`config.mk`:
```
export PLATFORM = sky130hd
export DESIGN_NAME = ysyx_22050612_mem_arbiter
export DESIGN_NICKNAME = d
export VERILOG_FILES = /design/src/rtl/ysyx_22050612_mem_arbiter.sv
export SDC_FILE = /design/constraint.sdc
export NUM_CORES = 1
export LEC_CHECK = 0
export CORE_AREA = 10 10 206 208
export CTS_BUF_LIST = sky130_fd_sc_hd__clkbuf_2 sky130_fd_sc_hd__clkbuf_4 sky130_fd_sc_hd__clkbuf_8
export DETAILED_ROUTE_END_ITERATION = 12
export DIE_AREA = 0 0 216 218
export PLACE_DENSITY_LB_ADDON = 0.08
export REMOVE_ABC_BUFFERS = 1
export SYNTH_ARGS = -nofsm -noshare
export SYNTH_HDL_FRONTEND = slang
export SYNTH_SLANG_ARGS = --single-unit
```
`constraint.sdc`:
```
create_clock -name clk -period 3.4 [get_ports clk]
set_clock_uncertainty 0.05 [all_clocks]
set_input_delay 0.51 -clock clk [delete_from_list [all_inputs] [get_ports clk]]
set_output_delay 0.51 -clock clk [all_outputs]
set_load 0.02 [all_outputs]
```
`src/rtl/ysyx_22050612_mem_arbiter.sv`:
```
// Two-requester arbiter sharing one memory port between IFU fetches and LSU loads/stores.
// One transaction in flight; LSU priority with an IFU starvation guard and a WAIT timeout.
module ysyx_22050612_mem_arbiter #(
  parameter int STARVE_LIMIT = 4,
  parameter int TIMEOUT      = 255
) (
  input  logic        clk,
  input  logic        rst_n,

  input  logic        ifu_req_valid,
  output logic        ifu_req_ready,
  input  logic [63:0] ifu_req_addr,
  output logic        ifu_resp_valid,
  output logic [63:0] ifu_resp_data,
  output logic        ifu_resp_err,

  input  logic        lsu_req_valid,
  output logic        lsu_req_ready,
  input  logic [63:0] lsu_req_addr,
  input  logic        lsu_req_wen,
  input  logic [63:0] lsu_req_wdata,
  input  logic [7:0]  lsu_req_wmask,
  output logic        lsu_resp_valid,
  output logic [63:0] lsu_resp_data,
  output logic        lsu_resp_err,

  output logic        mem_req_valid,
  input  logic        mem_req_ready,
  output logic [63:0] mem_req_addr,
  output logic        mem_req_wen,
  output logic [63:0] mem_req_wdata,
  output logic [7:0]  mem_req_wmask,
  input  logic        mem_resp_valid,
  input  logic [63:0] mem_resp_data,

  output logic        busy
);

  localparam int SW = $clog2(STARVE_LIMIT + 1);
  localparam int TW = $clog2(TIMEOUT);
  localparam logic [SW-1:0] STREAK_MAX = SW'(STARVE_LIMIT);
  localparam logic [TW-1:0] TCNT_LAST  = TW'(TIMEOUT - 1);

  typedef enum logic [1:0] {
    IDLE  = 2'd0,
    ISSUE = 2'd1,
    WAIT  = 2'd2,
    RESP  = 2'd3
  } state_e;

  state_e        state_q;
  logic          owner_lsu_q;
  logic [63:0]   addr_q;
  logic          wen_q;
  logic [63:0]   wdata_q;
  logic [7:0]    wmask_q;
  logic [SW-1:0] streak_q;
  logic [SW-1:0] streak_d;
  logic [TW-1:0] tcnt_q;
  logic          mem_req_valid_q;
  logic          ifu_resp_valid_q;
  logic [63:0]   ifu_resp_data_q;
  logic          ifu_resp_err_q;
  logic          lsu_resp_valid_q;
  logic [63:0]   lsu_resp_data_q;
  logic          lsu_resp_err_q;

  logic          grant_lsu;
  logic          grant_ifu;
  logic          resp_fire;
  logic          resp_err_d;
  logic [63:0]   resp_data_d;

  // Grants are gated by rst_n so ready stays low while reset is held.
  always_comb begin
    grant_lsu = 1'b0;
    grant_ifu = 1'b0;
    if (rst_n && state_q == IDLE) begin
      grant_lsu = lsu_req_valid && !(ifu_req_valid && streak_q == STREAK_MAX);
      grant_ifu = ifu_req_valid && !grant_lsu;
    end
  end

  always_comb begin
    streak_d = streak_q;
    if (grant_ifu) begin
      streak_d = '0;
    end else if (grant_lsu) begin
      if (!ifu_req_valid) begin
        streak_d = '0;
      end else if (streak_q != STREAK_MAX) begin
        streak_d = streak_q + 1'b1;
      end
    end
  end

  // A response in the final WAIT cycle beats the timeout; writes return zero data.
  always_comb begin
    resp_fire   = (state_q == WAIT) && (mem_resp_valid || tcnt_q == TCNT_LAST);
    resp_err_d  = !mem_resp_valid;
    resp_data_d = (mem_resp_valid && !wen_q) ? mem_resp_data : 64'd0;
  end

  always_ff @(posedge clk or negedge rst_n) begin
    if (!rst_n) begin
      state_q          <= IDLE;
      owner_lsu_q      <= 1'b0;
      addr_q           <= '0;
      wen_q            <= 1'b0;
      wdata_q          <= '0;
      wmask_q          <= '0;
      streak_q         <= '0;
      tcnt_q           <= '0;
      mem_req_valid_q  <= 1'b0;
      ifu_resp_valid_q <= 1'b0;
      ifu_resp_data_q  <= '0;
      ifu_resp_err_q   <= 1'b0;
      lsu_resp_valid_q <= 1'b0;
      lsu_resp_data_q  <= '0;
      lsu_resp_err_q   <= 1'b0;
    end else begin
      ifu_resp_valid_q <= 1'b0;
      lsu_resp_valid_q <= 1'b0;
      streak_q         <= streak_d;
      case (state_q)
        IDLE: begin
          if (grant_lsu) begin
            owner_lsu_q     <= 1'b1;
            addr_q          <= lsu_req_addr;
            wen_q           <= lsu_req_wen;
            wdata_q         <= lsu_req_wdata;
            wmask_q         <= lsu_req_wmask;
            mem_req_valid_q <= 1'b1;
            state_q         <= ISSUE;
          end else if (grant_ifu) begin
            owner_lsu_q     <= 1'b0;
            addr_q          <= ifu_req_addr;
            wen_q           <= 1'b0;
            wdata_q         <= '0;
            wmask_q         <= '0;
            mem_req_valid_q <= 1'b1;
            state_q         <= ISSUE;
          end
        end
        ISSUE: begin
          if (mem_req_ready) begin
            mem_req_valid_q <= 1'b0;
            tcnt_q          <= '0;
            state_q         <= WAIT;
          end
        end
        WAIT: begin
          if (resp_fire) begin
            if (owner_lsu_q) begin
              lsu_resp_valid_q <= 1'b1;
              lsu_resp_data_q  <= resp_data_d;
              lsu_resp_err_q   <= resp_err_d;
            end else begin
              ifu_resp_valid_q <= 1'b1;
              ifu_resp_data_q  <= resp_data_d;
              ifu_resp_err_q   <= resp_err_d;
            end
            state_q <= RESP;
          end else begin
            tcnt_q <= tcnt_q + 1'b1;
          end
        end
        RESP: begin
          state_q <= IDLE;
        end
        default: begin
          state_q <= IDLE;
        end
      endcase
    end
  end

  assign ifu_req_ready  = grant_ifu;
  assign lsu_req_ready  = grant_lsu;
  assign ifu_resp_valid = ifu_resp_valid_q;
  assign ifu_resp_data  = ifu_resp_data_q;
  assign ifu_resp_err   = ifu_resp_err_q;
  assign lsu_resp_valid = lsu_resp_valid_q;
  assign lsu_resp_data  = lsu_resp_data_q;
  assign lsu_resp_err   = lsu_resp_err_q;
  assign mem_req_valid  = mem_req_valid_q;
  assign mem_req_addr   = addr_q;
  assign mem_req_wen    = wen_q;
  assign mem_req_wdata  = wdata_q;
  assign mem_req_wmask  = wmask_q;
  assign busy           = (state_q != IDLE);

endmodule

```
==> flow_metrics.py <==
metrics = {
    "die": {
        "coreArea_um2": 38300,
        "floorplan.initialDensity": 0.299,
        "die_w_um": 216,
        "die_h_um": 218,
        "io_pins": 544,
        "rows": 72,
        "die-area_um2": 47100,
    },
    "clock_network": {
        "post_cts.repair.setup_buffers": 0,
        "clkSlewWorstSetupHoldPaths_ps": 60,
        "cts_resized": 0,
        "clk_latency_ps": 600,
        "clock_path_buffers": 3,
        "cts_buffers": 51,
        "root_buffer": "clkbuf_8",
        "cts_tree": "yes",
        "cts_sinks": 284,
        "htreeDepth": 2,
    },
    "drt": {
        "drt_iter0_markers": 613,
        "firstDrtPassIters": 4,
        "wire_per_inst_um": 22.6,
        "vias": 9532,
        "wl_um": 46700,
        "detail_route.vias_per_cell": 4.60,
        "ant_nets": 0,
        "drc": 0,
    },
    "final_layout": {
        "area_growth_pct": 59.3,
        "stdcell_area_um2": 18200,
        "fin_nets": 1804,
        "finalNonFillerCells": 2071,
        "multi_input_area_um2": 3880,
        "drive_gt1_frac": 0.0664,
        "ff_latch_area_um2": 7110,
        "fillers": 3634,
    },
    "placed_design": {
        "gp_congestion": 0.773,
        "dp_hpwl_um": 33700,
        "pre_cts_slack_ps": 750,
        "dpl-instance-area_um2": 17300,
        "dp.cells": 1989,
        "numPortBuffers": 543,
    },
    "worst_hold_path": {
        "hold_class": "primary input to asynchronous set/reset pin",
    },
    "timing": {
        "max_freq_mhz": 327,
        "min_period_ps": 3050,
        "period_share": 0.898,
        "hold_viol": 0,
        "worst_pin_slew_ps": 1040,
        "rsz0062_at_grt": "no",
        "slew_headroom": 0.304,
        "tns_ps": 0,
        "setup_viol": 0,
        "slew_viol_final": 0,
        "layout_setup_ws_ps": 346,
    },
    "worst_setup_path": {
        "worstReg2RegStart": "state_q[1]",
        "crit_path_start_kind": "flip-flop",
        "setup.worst_path.start": "state_q[1]",
        "reg2regPathDepth": 6,
        "end_kind": "primary output",
        "crit_type": "flip-flop to primary output",
        "cp_slowest_stage_delay_ps": 700,
        "critPathRequiredTime_ps": 2840,
        "critical_path.cell_chain": "inv_1 -> ha_1 -> and2_4 -> and3_4 -> clkdlybuf4s50_1",
        "critical_path_arrival_ps": 2490,
        "crit_path_top_delay_cell": "clkdlybuf4s50_1",
        "cp_max_fo": 5,
    },
    "synthesis": {
        "yosys.area_share.simple": 0.0891,
        "yosysMostFrequentCell": "dfrtp_1",
        "yosysTopAreaCell": "dfrtp_1",
        "yosys-top-cells-area": "dfrtp_1, a22o_1, nand2_1, mux2i_1, o21ai_0",
        "synthXorXnorAreaFrac": 0.000765,
        "synthFlopType": "dfrtp_1",
        "synth.distinct_cells": 45,
        "postSynthAreaPerCell_um2": 11.5,
        "yosysTopAreaCellShare": 0.621,
        "ys_ff_latch": 284,
        "synth_compound_area_frac": 0.181,
        "synth_edf_count": 0,
        "yosys_warnings": 0,
        "synth_top_family_by_area": "compound AO/OA/AOI/OAI gates",
        "synth_area_um2": 11400,
        "seq_area_frac_synth": 0.621,
        "netlist_top_cells_count": "dfrtp_1, nand2_1, a22o_1",
        "syn-instance-count": 993,
        "synth_fa_ha_area_frac": 0.00874,
        "async_flop_share": 1.00,
        "synthMuxAreaShare": 0.0560,
    },
    "grt": {
        "grt_max_degree": 248,
        "antenna_found_initial": 3,
        "grt_pass1_wl_um": 68500,
        "gr-total-overflow": 0,
        "track_usage": 0.191,
        "grt_pass1_vias": 10074,
    },
    "power": {
        "irDropWorstVdd_mv": 0.484,
        "power_density_nw_per_um2": 930,
        "totalPowerFinal_uw": 17000,
        "p_leak_uw": 0.00806,
    },
    "run": {
        "cap_violations": 0,
    },
    "outcome": {
        "status": "finished clean",
    },
}
[flip-flops by register name, summed over array words and instances, names as in the netlist]
register	count
ifu_resp_data	64
lsu_resp_data	64
mem_req_addr	64
mem_req_wdata	64
mem_req_wmask	8
tcnt_q	8
streak_q	3
state_q	2
ifu_resp_err	1
ifu_resp_valid	1
lsu_resp_err	1
lsu_resp_valid	1
mem_req_valid	1
mem_req_wen	1
owner_lsu_q	1
[layout make-up]
| type | instances | share of cell area |
|---|---|---|
| Antenna cell | 1 | 0.000137 |
| Clock buffer | 77 | 0.0516 |
| Clock inverter | 3 | 0.000823 |
| Inverter | 10 | 0.00206 |
| Multi-Input combinational cell | 624 | 0.213 |
| Sequential cell | 284 | 0.390 |
| Tap cell | 518 | 0.0355 |
| Timing Repair Buffer | 554 | 0.308 |
[per-stage QoR]
stage	util	hold WS (ps)
2_1_floorplan	-	164
3_3_place_gp	0.451	325
3_5_place_dp	0.451	323
4_1_cts	0.476	233
5_1_grt	0.476	276
6_report	0.476	300
[critical path: cells and delay by family (launching register included)]
kind / cells / cell delay, ps
adder cells (fa/ha/maj): 1 / 260
buffers and inverters: 2 / 820
flip-flops: 1 / 380
AND/OR/NAND/NOR: 2 / 430
[cell families (layout without fill, tap and decap cells)]
| family | Yosys count | in the layout |
|---|---|---|
| flip-flops | 284 | 284 |
| multiplexers | 64 | 64 |
| AND/OR/NAND/NOR | 249 | 249 |
| other | 0 | 1 |
| adder cells (fa/ha/maj) | 8 | 8 |
| XOR/XNOR | 1 | 1 |
| AO/OA/AOI/OAI | 302 | 302 |
| buffers and inverters | 85 | 644 |
[final timing paths]
check                                     to  slack [ps]
min                         mem_req_addr[24]         300
max                            lsu_req_ready         350
min in group clk           mem_req_wdata[40]         390
min reg2reg                 lsu_resp_data[4]         450
max reg2reg                 mem_req_addr[18]         910
max in group asynchronous  ifu_resp_data[12]        1050
[repair_timing]
action                     CTS  global route
hold endpoints to repair    27             0
setup endpoints to repair    0             0
hold buffers                 1             0
[metal layers]
metal / wire [um] / vias up / global-route usage
met5: 31 / - / 0
met4: 790 / 4 / 0.0571
met3: 3680 / 52 / 0.0687
met2: 24200 / 288 / 0.336
met1: 18000 / 4642 / 0.212
li1: - / 4546 / -
[report_power, final]
part / switching (uW) / total (uW) / internal (uW)
clock network: 1400 / 3130 / 1730
logic: 4200 / 8090 / 3900
registers: 851 / 5750 / 4890
[placed cells by master (no fill, tap or decap), types with 2 or more instances in the layout]
cell type,n
clkbuf_4,19
a221o_1,2
buf_4,3
o21ai_4,2
buf_12,7
clkinv_2,3
a21oi_1,7
o2bb2ai_1,2
clkdlybuf4s50_1,542
nand2b_1,2
ha_1,8
nor2_1,3
clkbuf_8,58
dfrtp_1,284
nor2_4,2
o21ai_0,110
nand3_1,5
nor3_1,3
a22o_1,130
inv_1,10
a31oi_1,3
nor2b_1,2
a21o_1,4
mux2i_1,64
nand2_1,220
o21ai_1,36
Note: power is estimated with default switching activity, not from simulation.
